File: config.mk
export PLATFORM = sky130hd
export DESIGN_NAME = forward_propagation_engine
export DESIGN_NICKNAME = d
export VERILOG_FILES = /design/src/rtl/forward_propagation_engine.sv
export SDC_FILE = /design/constraint.sdc
export NUM_CORES = 1
export LEC_CHECK = 0
export ABC_CLOCK_PERIOD_IN_PS = 11800
export BUFFER_PORTS_ARGS = -buffer_cell sky130_fd_sc_hd__buf_2
export CORE_UTILIZATION = 59
export DETAILED_ROUTE_END_ITERATION = 10
export HOLD_SLACK_MARGIN = 0.02
export PLACE_DENSITY = 0.82
export SYNTH_ARGS = -nofsm -noshare
export SYNTH_HDL_FRONTEND = slang
export SYNTH_SLANG_ARGS = --single-unit
File: constraint.sdc
create_clock -name clk_i -period 11.8 [get_ports clk_i]
set_clock_uncertainty 0.1 [all_clocks]
set_input_delay 0 -clock clk_i [delete_from_list [all_inputs] [get_ports clk_i]]
set_output_delay 0 -clock clk_i [all_outputs]
set_load 0.01 [all_outputs]
File: src/rtl/forward_propagation_engine.sv
// Purpose: sequential 10-5-3 forward pass, one signed MAC per cycle against the shared weight RAM.
// Latency: done pulses 82 cycles after the accepted start edge (N_HID*(N_IN+2) + N_OUT*(N_HID+2) + 1).
// Backpressure: none; start is only sampled in IDLE, and the RAM must return data one cycle after w_rd_en_o.
module forward_propagation_engine #(
    parameter int N_IN    = 10,
    parameter int N_HID   = 5,
    parameter int N_OUT   = 3,
    parameter int DW      = 10,
    parameter int ACC_W   = 24,
    parameter int W1_BASE = 50
) (
    input  logic                          clk_i,
    input  logic                          rst_ni,
    input  logic                          start_i,
    input  logic [N_IN-1:0][DW-1:0]       in_data_i,
    output logic [6:0]                    w_addr_o,
    output logic                          w_rd_en_o,
    input  logic signed [DW-1:0]          w_rdata_i,
    output logic                          busy_o,
    output logic                          done_o,
    output logic [N_HID-1:0][DW-1:0]      out0_cal_o,
    output logic [N_OUT-1:0][DW-1:0]      out1_cal_o
);

    localparam int KW = $clog2(N_IN + 1);
    localparam int NW = $clog2(N_HID);
    localparam int HW = $clog2(N_HID);
    localparam int OW = $clog2(N_OUT);
    localparam int PW = 2 * DW + 1;

    localparam logic [KW-1:0]          K_HID_LAST = KW'(N_IN);
    localparam logic [KW-1:0]          K_OUT_LAST = KW'(N_HID);
    localparam logic [NW-1:0]          N_HID_LAST = NW'(N_HID - 1);
    localparam logic [NW-1:0]          N_OUT_LAST = NW'(N_OUT - 1);
    localparam logic signed [ACC_W-1:0] HALF     = ACC_W'(1 << (DW - 1));
    localparam logic signed [ACC_W-1:0] SAT_MAX  = ACC_W'((1 << DW) - 1);

    typedef enum logic [2:0] {
        S_IDLE, S_H_MAC, S_H_ACT, S_O_MAC, S_O_ACT, S_DONE
    } state_t;

    state_t                      state_q;
    logic [KW-1:0]               k_q;
    logic [NW-1:0]               n_q;
    logic signed [ACC_W-1:0]     acc_q;
    logic [N_IN-1:0][DW-1:0]     in_q;
    logic [N_HID-1:0][DW-1:0]    out0_q;
    logic [N_OUT-1:0][DW-1:0]    out1_q;
    logic                        busy_q, done_q, rd_en_q;
    logic [6:0]                  addr_q;

    logic [KW-1:0]               op_idx;
    logic [DW-1:0]               op;
    logic signed [PW-1:0]        prod;
    logic signed [ACC_W-1:0]     acc_d;
    logic signed [ACC_W-1:0]     net_w;
    logic signed [ACC_W-1:0]     y_w;
    logic [DW-1:0]               act_y;

    // Operand select, unsigned x signed product, and the saturating linear activation.
    always_comb begin
        op_idx = k_q - KW'(1);
        op     = '0;
        if (k_q != '0) begin
            if (state_q == S_H_MAC) begin
                op = in_q[op_idx];
            end else if (state_q == S_O_MAC) begin
                op = out0_q[op_idx[HW-1:0]];
            end
        end
        prod  = $signed({1'b0, op}) * w_rdata_i;
        acc_d = acc_q + {{(ACC_W - PW){prod[PW-1]}}, prod};
        net_w = acc_q >>> DW;
        y_w   = (net_w <<< 2) + HALF;
        if (y_w[ACC_W-1]) begin
            act_y = '0;
        end else if (y_w > SAT_MAX) begin
            act_y = '1;
        end else begin
            act_y = y_w[DW-1:0];
        end
    end

    // Control FSM: issues reads, accumulates the returning weights, writes each neuron in place.
    always_ff @(posedge clk_i or negedge rst_ni) begin
        if (!rst_ni) begin
            state_q <= S_IDLE;
            k_q     <= '0;
            n_q     <= '0;
            acc_q   <= '0;
            in_q    <= '0;
            out0_q  <= '0;
            out1_q  <= '0;
            busy_q  <= 1'b0;
            done_q  <= 1'b0;
            rd_en_q <= 1'b0;
            addr_q  <= '0;
        end else begin
            done_q <= 1'b0;
            case (state_q)
                S_IDLE: begin
                    if (start_i) begin
                        in_q    <= in_data_i;
                        acc_q   <= '0;
                        busy_q  <= 1'b1;
                        n_q     <= '0;
                        k_q     <= '0;
                        rd_en_q <= 1'b1;
                        addr_q  <= '0;
                        state_q <= S_H_MAC;
                    end
                end
                S_H_MAC, S_O_MAC: begin
                    if (k_q != '0) begin
                        acc_q <= acc_d;
                    end
                    if (k_q == ((state_q == S_H_MAC) ? K_HID_LAST : K_OUT_LAST)) begin
                        state_q <= (state_q == S_H_MAC) ? S_H_ACT : S_O_ACT;
                    end else begin
                        k_q <= k_q + KW'(1);
                        // Last read of the neuron was issued this cycle; hold the address.
                        if (k_q == ((state_q == S_H_MAC) ? K_HID_LAST : K_OUT_LAST) - KW'(1)) begin
                            rd_en_q <= 1'b0;
                        end else begin
                            addr_q <= addr_q + 7'd1;
                        end
                    end
                end
                S_H_ACT: begin
                    out0_q[n_q[HW-1:0]] <= act_y;
                    acc_q   <= '0;
                    k_q     <= '0;
                    rd_en_q <= 1'b1;
                    state_q <= S_H_MAC;
                    if (n_q == N_HID_LAST) begin
                        n_q     <= '0;
                        addr_q  <= 7'(W1_BASE);
                        state_q <= S_O_MAC;
                    end else begin
                        n_q    <= n_q + NW'(1);
                        addr_q <= addr_q + 7'd1;
                    end
                end
                S_O_ACT: begin
                    out1_q[n_q[OW-1:0]] <= act_y;
                    acc_q <= '0;
                    k_q   <= '0;
                    if (n_q == N_OUT_LAST) begin
                        done_q  <= 1'b1;
                        state_q <= S_DONE;
                    end else begin
                        n_q     <= n_q + NW'(1);
                        addr_q  <= addr_q + 7'd1;
                        rd_en_q <= 1'b1;
                        state_q <= S_O_MAC;
                    end
                end
                S_DONE: begin
                    busy_q  <= 1'b0;
                    state_q <= S_IDLE;
                end
                default: state_q <= S_IDLE;
            endcase
        end
    end

    assign w_addr_o   = addr_q;
    assign w_rd_en_o  = rd_en_q;
    assign busy_o     = busy_q;
    assign done_o     = done_q;
    assign out0_cal_o = out0_q;
    assign out1_cal_o = out1_q;

endmodule

# --- Word-level counts from Yosys, hierarchy flattened ---
# Index checks and enable logic that the tools add are counted.
totals:
  ff_bits: 224
  mem_count: 0
  mem_bits_ro: 0
  word_cells: 121
  ramBits: 0
  output_inout_bits: 90
  latch_bits: 0
  in_bits: 113
classes:
  reduce_logical: 18
  eq_ne: 16
  mul: 1
  n_shift: 0
  magnitude_cmp: 7
  bitwise_logic: 0
  div_mod_pow: 0
  n_mux: 46
  addsub: 7
ops:
  columns: ["cell", "n"]
  rows:
  - ["two-way mux 10 bit", 9]
  - ["case mux 24 bit (3 select lines)", 1]
  - ["bitwise mux 50 bit", 1]
  - ["two-way mux 24 bit", 2]
  - ["binary-select mux 10 bit (select 4 bit)", 1]
  - ["two-way mux 7 bit", 5]
  - ["binary-select mux 10 bit (select 3 bit)", 1]
  - ["bitwise mux 30 bit", 1]
  - ["demux 10 bit (select 3 bit)", 1]
  - ["case mux 7 bit (4 select lines)", 1]
  - ["adder 24 bit", 1]
  - ["multiplier 11 x 10 -> 21 bit", 1]
  - ["two-way mux 3 bit", 7]
  - ["demux 10 bit (select 2 bit)", 1]
  - ["adder 16 x 11 -> 17 bit, second input constant", 1]
  - ["greater-than comparator 17 x 11 -> 1 bit, second input constant", 1]
  - ["!= test 2 bit, second input constant", 7]
  - ["two-way mux 4 bit", 3]
  - ["case mux 3 bit (4 select lines)", 1]
  - ["case mux 4 bit (3 select lines)", 1]
  - ["AND reduction 5 bit", 2]
  - ["equality test 3 x 2 -> 1 bit, second input constant", 3]
  - ["equality test 3 bit, second input constant", 3]
  - ["case mux 3 bit (3 select lines)", 1]
  - ["other kinds (23)", 39]

# --- Depth between registers and ports, before layout ---
depth:
  ltp_word: 10
  ltp_mapped: 40
  depth_no_buf: 35

# --- Least setup slack after synthesis ---
# OpenSTA, ideal clock, no wires.
synth_path:
  path_kind: "flip-flop to flip-flop"
  start: "reg k_q[0]"
  end: "reg acc_q[23]"
  setup_slack_ps: 3396
  path_buffers: 5
  stages_incl_launch_ff: 38
  setup_ps: 80
  arrival_ps: 8223
  required_time_ps: 11620
  synth_period_minus_slack_ps: 8404
  cell_sequence: "dfrtp_1 > buf_6 > buf_6 > buf_8 > inv_1 > ha_1 > buf_2 > buf_2 > mux4_2 > nand2_1 > nand3_1 > nand2_1 > a31oi_4 > nand2b_1 > fa_1 > fa_1 > inv_1 > fa_1 > [... 2 more ...] > fa_1 > inv_1 > ha_1 > a21oi_1 > o21a_1 > o21ba_4 > o21ai_2 > a41o_1 > nor2_1 > ha_1 > a21o_1 > a21o_1 > a21oi_1 > o21ai_0 > a21oi_1 > nor3_1 > or4b_1 > o211ai_2"
synth_via:
  elab_chain_cells: 10
  word_cells_on_any_way: 15
  cone_classes: "add/sub: 2; mul: 1; eq/ne: 1; mux: 9; reduce/logical: 2"
synth_rtl:
  columns: ["element", "line_no", "rtl"]
  rows:
  - ["from (decl)", "43", "logic [KW-1:0] k_q;"]
  - ["from (signal assigned)", "120", "k_q <= k_q + KW'(1);"]
  - ["subtractor 4 x 1 -> 4 bit", "62", "op_idx = k_q - KW'(1);"]
  - ["binary-select mux 10 bit (select 3 bit)", "68", "op = out0_q[op_idx[HW-1:0]];"]
  - ["two-way mux 10 bit (not written as such)", "68", null]
  - ["two-way mux 10 bit", "67", "end else if (state_q == S_O_MAC) begin"]
  - ["two-way mux 10 bit", "65", "if (state_q == S_H_MAC) begin"]
  - ["two-way mux 10 bit", "64", "if (k_q != '0) begin"]
  - ["multiplier 11 x 10 -> 21 bit", "71", "prod = $signed({1'b0, op}) * w_rdata_i;"]
  - ["adder 24 bit", "72", "acc_d = acc_q + {{(ACC_W - PW){prod[PW-1]}}, prod};"]
  - ["two-way mux 24 bit", "114", "if (k_q != '0) begin"]
  - ["case mux 24 bit (3 select lines)", "100", "case (state_q)"]
  - ["to (signal assigned)", "104", "acc_q <= '0;"]
  - ["to (signal assigned)", "115", "acc_q <= acc_d;"]
  - ["to (signal assigned)", "131", "acc_q <= '0;"]
  - ["to (decl)", "45", "logic signed [ACC_W-1:0] acc_q;"]
# Parallel ways exist; a longest one is shown, timed or not. The select of a mux whose other input is x is not followed.
# A chain may end at the register's enable or synchronous reset.

# --- Worst setup path after layout ---
layout_path:
  start: "reg k_q[1]"
  end: "reg acc_q[23]"
# The elaborated chain is that of the path after synthesis.

==> impl_results.md <==
- Final wirelength: 45,320 µm
- Largest net degree at the start of global routing: 78
- Final hold vios: 0
- Pins Over Slew Limit: 0
- Drt drc: 0
- Setup TNS: 0 ns
- Vias/cell: 6.138
- Status: finished with violations
- Fin crit share: 78.59%
- Syn nets: 1,658
- I/O pins: 203
- Critical-path top delay cell: xnor2_1
- I/O Buffers: 202
- Seq cells post-synth: 216
- Die ar.: ~26,000 µm²
- Worst Setup Start Kind: flip-flop
- Worst EP required: between 10 and 15 ns
- Worst slew pin tran: 1.479 ns
- Final Net Count: 1,935
- Ys async rst share: 100.0%
- Top cell type by total area after synthesis: dfrtp_1
- Initial Util: 60.40%
- WS Path Type: reg -> reg
- P&R area growth vs syn: 19.99%
- Compound-Gate Fraction of Synth Area: roughly an eighth
- Setup Fix Bufs, Post-CTS: 0
- Post-synth EDFFs: 0
- Via count: 12,290
- DR iter-0 viols: 1,236
- Synth Warn #: 0
- First-pass GRT wire length: approximately 71,000 µm
- Post-DRT Antenna Nets: 0
- Number of placement rows: 57
- Synth Flop Type: dfrtp_1
- Gpl congestion: between 0.9 and 1
- Worst-Skew Late Latency: 0.55 ns
- Core Footprint: between 20,000 and 25,000 µm²
- Final HPWL DP: 26,710 µm
- H-tree Lvls: 1
- CP peak stage delay: 0.99 ns
- Cells after synthesis: 1,383
- Failing checks: max-capacitance violations
- Bufs on Longest Clock Path: 3
- HP Class: in -> reg
- Worst EP arrival: 9.62 ns
- Reg clk slew, reported paths: 0.06 ns
- GRT Util Overall: 36.18%
- Mean Syn Cell Area: 10.65 µm²
- Pre-antenna DRT Iters: 7
- Synthesized area: 14,730 µm²
- Die Y: 160.0 µm
- Synth cell types: 73
- Most common cell on crit path: inv_1
- CP endpoint kind: flip-flop
- CTS tree: yes
- Share of post-route cells with drive strength above 1: approximately a quarter
- Total global routing overflow: 0
- WL per Instance: about 23 µm
- XOR/XNOR Fraction of Synth Area: under 10%
- Main combinational cell family by area after synthesis: adder cells
- Post-Synth Simple-Gate Area: 12.78%
- Hold_buf cts: ~110
- Largest fanout on the critical path: 12
- Number of CTS-inserted buffers: 24
- Clock sinks: around 220
- Most frequent cells after synthesis: dfrtp_1 (216), nand2_1 (182), o21ai_0 (113)
- RSZ-0062 raised after global routing: false
- Synth top area share: 36.69%
- Fmax: 0.1078 GHz
- Post-synthesis mux area share: 13.58%
- Most common cell in the netlist: dfrtp_1
- Rel. slew slack: 0.3878%
- Vias in the first global route: 12,640
- Seq/Total Area, Yosys: 36.69%
- Initial antenna violation count: 1
- Post-layout min period: between 9 and 10 ns
- Synth area leaders: dfrtp_1 (37%), fa_1 (8.7%), mux2_2 (8.3%), ha_1 (8.3%), nand2_1 (4.6%)
- Adder-Cell Fraction of Synth Area: between 10% and 20%
- # setup viols final: 0
- Post-cts gate resize count: 0
- Die Width: 160.0 µm
- Root cell of the clock tree: clkbuf_16
- Max-cap violations: 1
[registers in the layout (all words and copies together), names as in the netlist]
signal	cells
k_q	4
state_q	3
w_rd_en_o	1
busy_o	1
out0_cal_o	45
w_addr_o	7
n_q	3
out1_cal_o	27
in_q	100
acc_q	24
done_o	1
[stage by stage]
stage / utilization [%] / hold slack, ns / setup WS [ns] / area (µm²) / cells
floorplan: - / -0.3956 / 3.396 / 14730 / 1383
global placement: 65.06 / -0.01485 / 3.027 / 15870 / 1853
detailed placement: 65.06 / -0.006356 / 2.811 / 15870 / 1853
CTS: 72.47 / 0.1320 / 2.781 / 17680 / 2002
global route: 72.47 / 0.1476 / 2.082 / 17680 / 2002
finish: 72.48 / 0.1344 / 2.526 / 17680 / 2003
[layer usage]
| layer | up-vias | routed length [µm] | GRT usage (%) | part of all wire, % |
|---|---|---|---|---|
| met4 | 0 | 3362 | 23.55 | 7.4 |
| met5 | - | 0 | 0 | 0 |
| met2 | 734 | 21310 | 58.36 | 47 |
| met1 | 6005 | 16650 | 44.11 | 37 |
| li1 | 5328 | - | - | - |
| met3 | 227 | 3999 | 7.844 | 8.8 |
[kinds of logic (layout without fill, tap and decap cells)]
family,count (synthesis),after routing
DFF,216,216
AOI/OAI and AO/OA,269,269
xor gates and xnor gates,42,42
buffers and inverters,167,462
other,0,1
adders and majority gates,162,162
muxes,150,150
and+or+nand+nor,377,377
[cells in the final DEF (no fill, tap or decap), types with 7 or more instances in the layout]
cell | Yosys | routed
and3_1 | 11 | 11
nor3_1 | 9 | 8
a21o_1 | 12 | 12
buf_4 | 10 | 8
a21oi_1 | 60 | 60
xor2_1 | 15 | 15
mux2i_1 | 12 | 12
nand3_1 | 17 | 17
nor2_1 | 41 | 41
o21ai_0 | 113 | 113
dfrtp_1 | 216 | 215
a211oi_4 | 7 | 7
mux4_2 | 29 | 29
fa_1 | 64 | 64
inv_1 | 103 | 103
xnor2_1 | 25 | 25
o21ai_1 | 11 | 11
nor2b_1 | 12 | 12
buf_2 | 18 | 201
ha_1 | 98 | 98
dlygate4sd3_1 | 0 | 104
mux2_2 | 109 | 109
nand2_1 | 182 | 182
and2_1 | 53 | 53
a22o_1 | 10 | 10
clkbuf_16 | 0 | 24
[critical path, delay by kind of cell, from the launching register on]
kind                     cells  cell delay [ns]
XOR/XNOR                     1             0.99
AND/OR/NAND/NOR              6             1.06
buffers and inverters        6             0.36
adder cells (fa/ha/maj)      8             3.56
AO/OA/AOI/OAI               11             2.50
flip-flops                   1             0.57
[worst paths after layout]
path | depth (start not counted) | slack [ns] | startpoint | to
hold reg to reg | 2 | 0.38 | out1_cal_o[14] | out1_cal_o[14]
setup / recovery | 32 | 2.53 | k_q[1] | acc_q[23]
hold / removal | 3 | 0.13 | in_data_i[39] | in_q[39]
max in group asynchronous | 5 | 8.99 | rst_ni | out1_cal_o[7]
min in group asynchronous | 3 | 0.40 | rst_ni | in_q[24]
setup reg to reg | 32 | 2.53 | k_q[1] | acc_q[23]
[layout make-up]
type / count / area (µm²)
Antenna cell: 1 / 2.502
Clock inverter: 12 / 86.33
Fill cell: 1607 / 6713
Clock buffer: 32 / 660.6
Multi-Input combinational cell: 1000 / 8589
Tap cell: 324 / 405.4
Inverter: 103 / 386.6
Timing Repair Buffer: 315 / 2141
Sequential cell: 216 / 5406
Power is left out: the tool's default activity adds up to more than one toggle a clock period on the data nets, which glitch-free logic cannot reach.
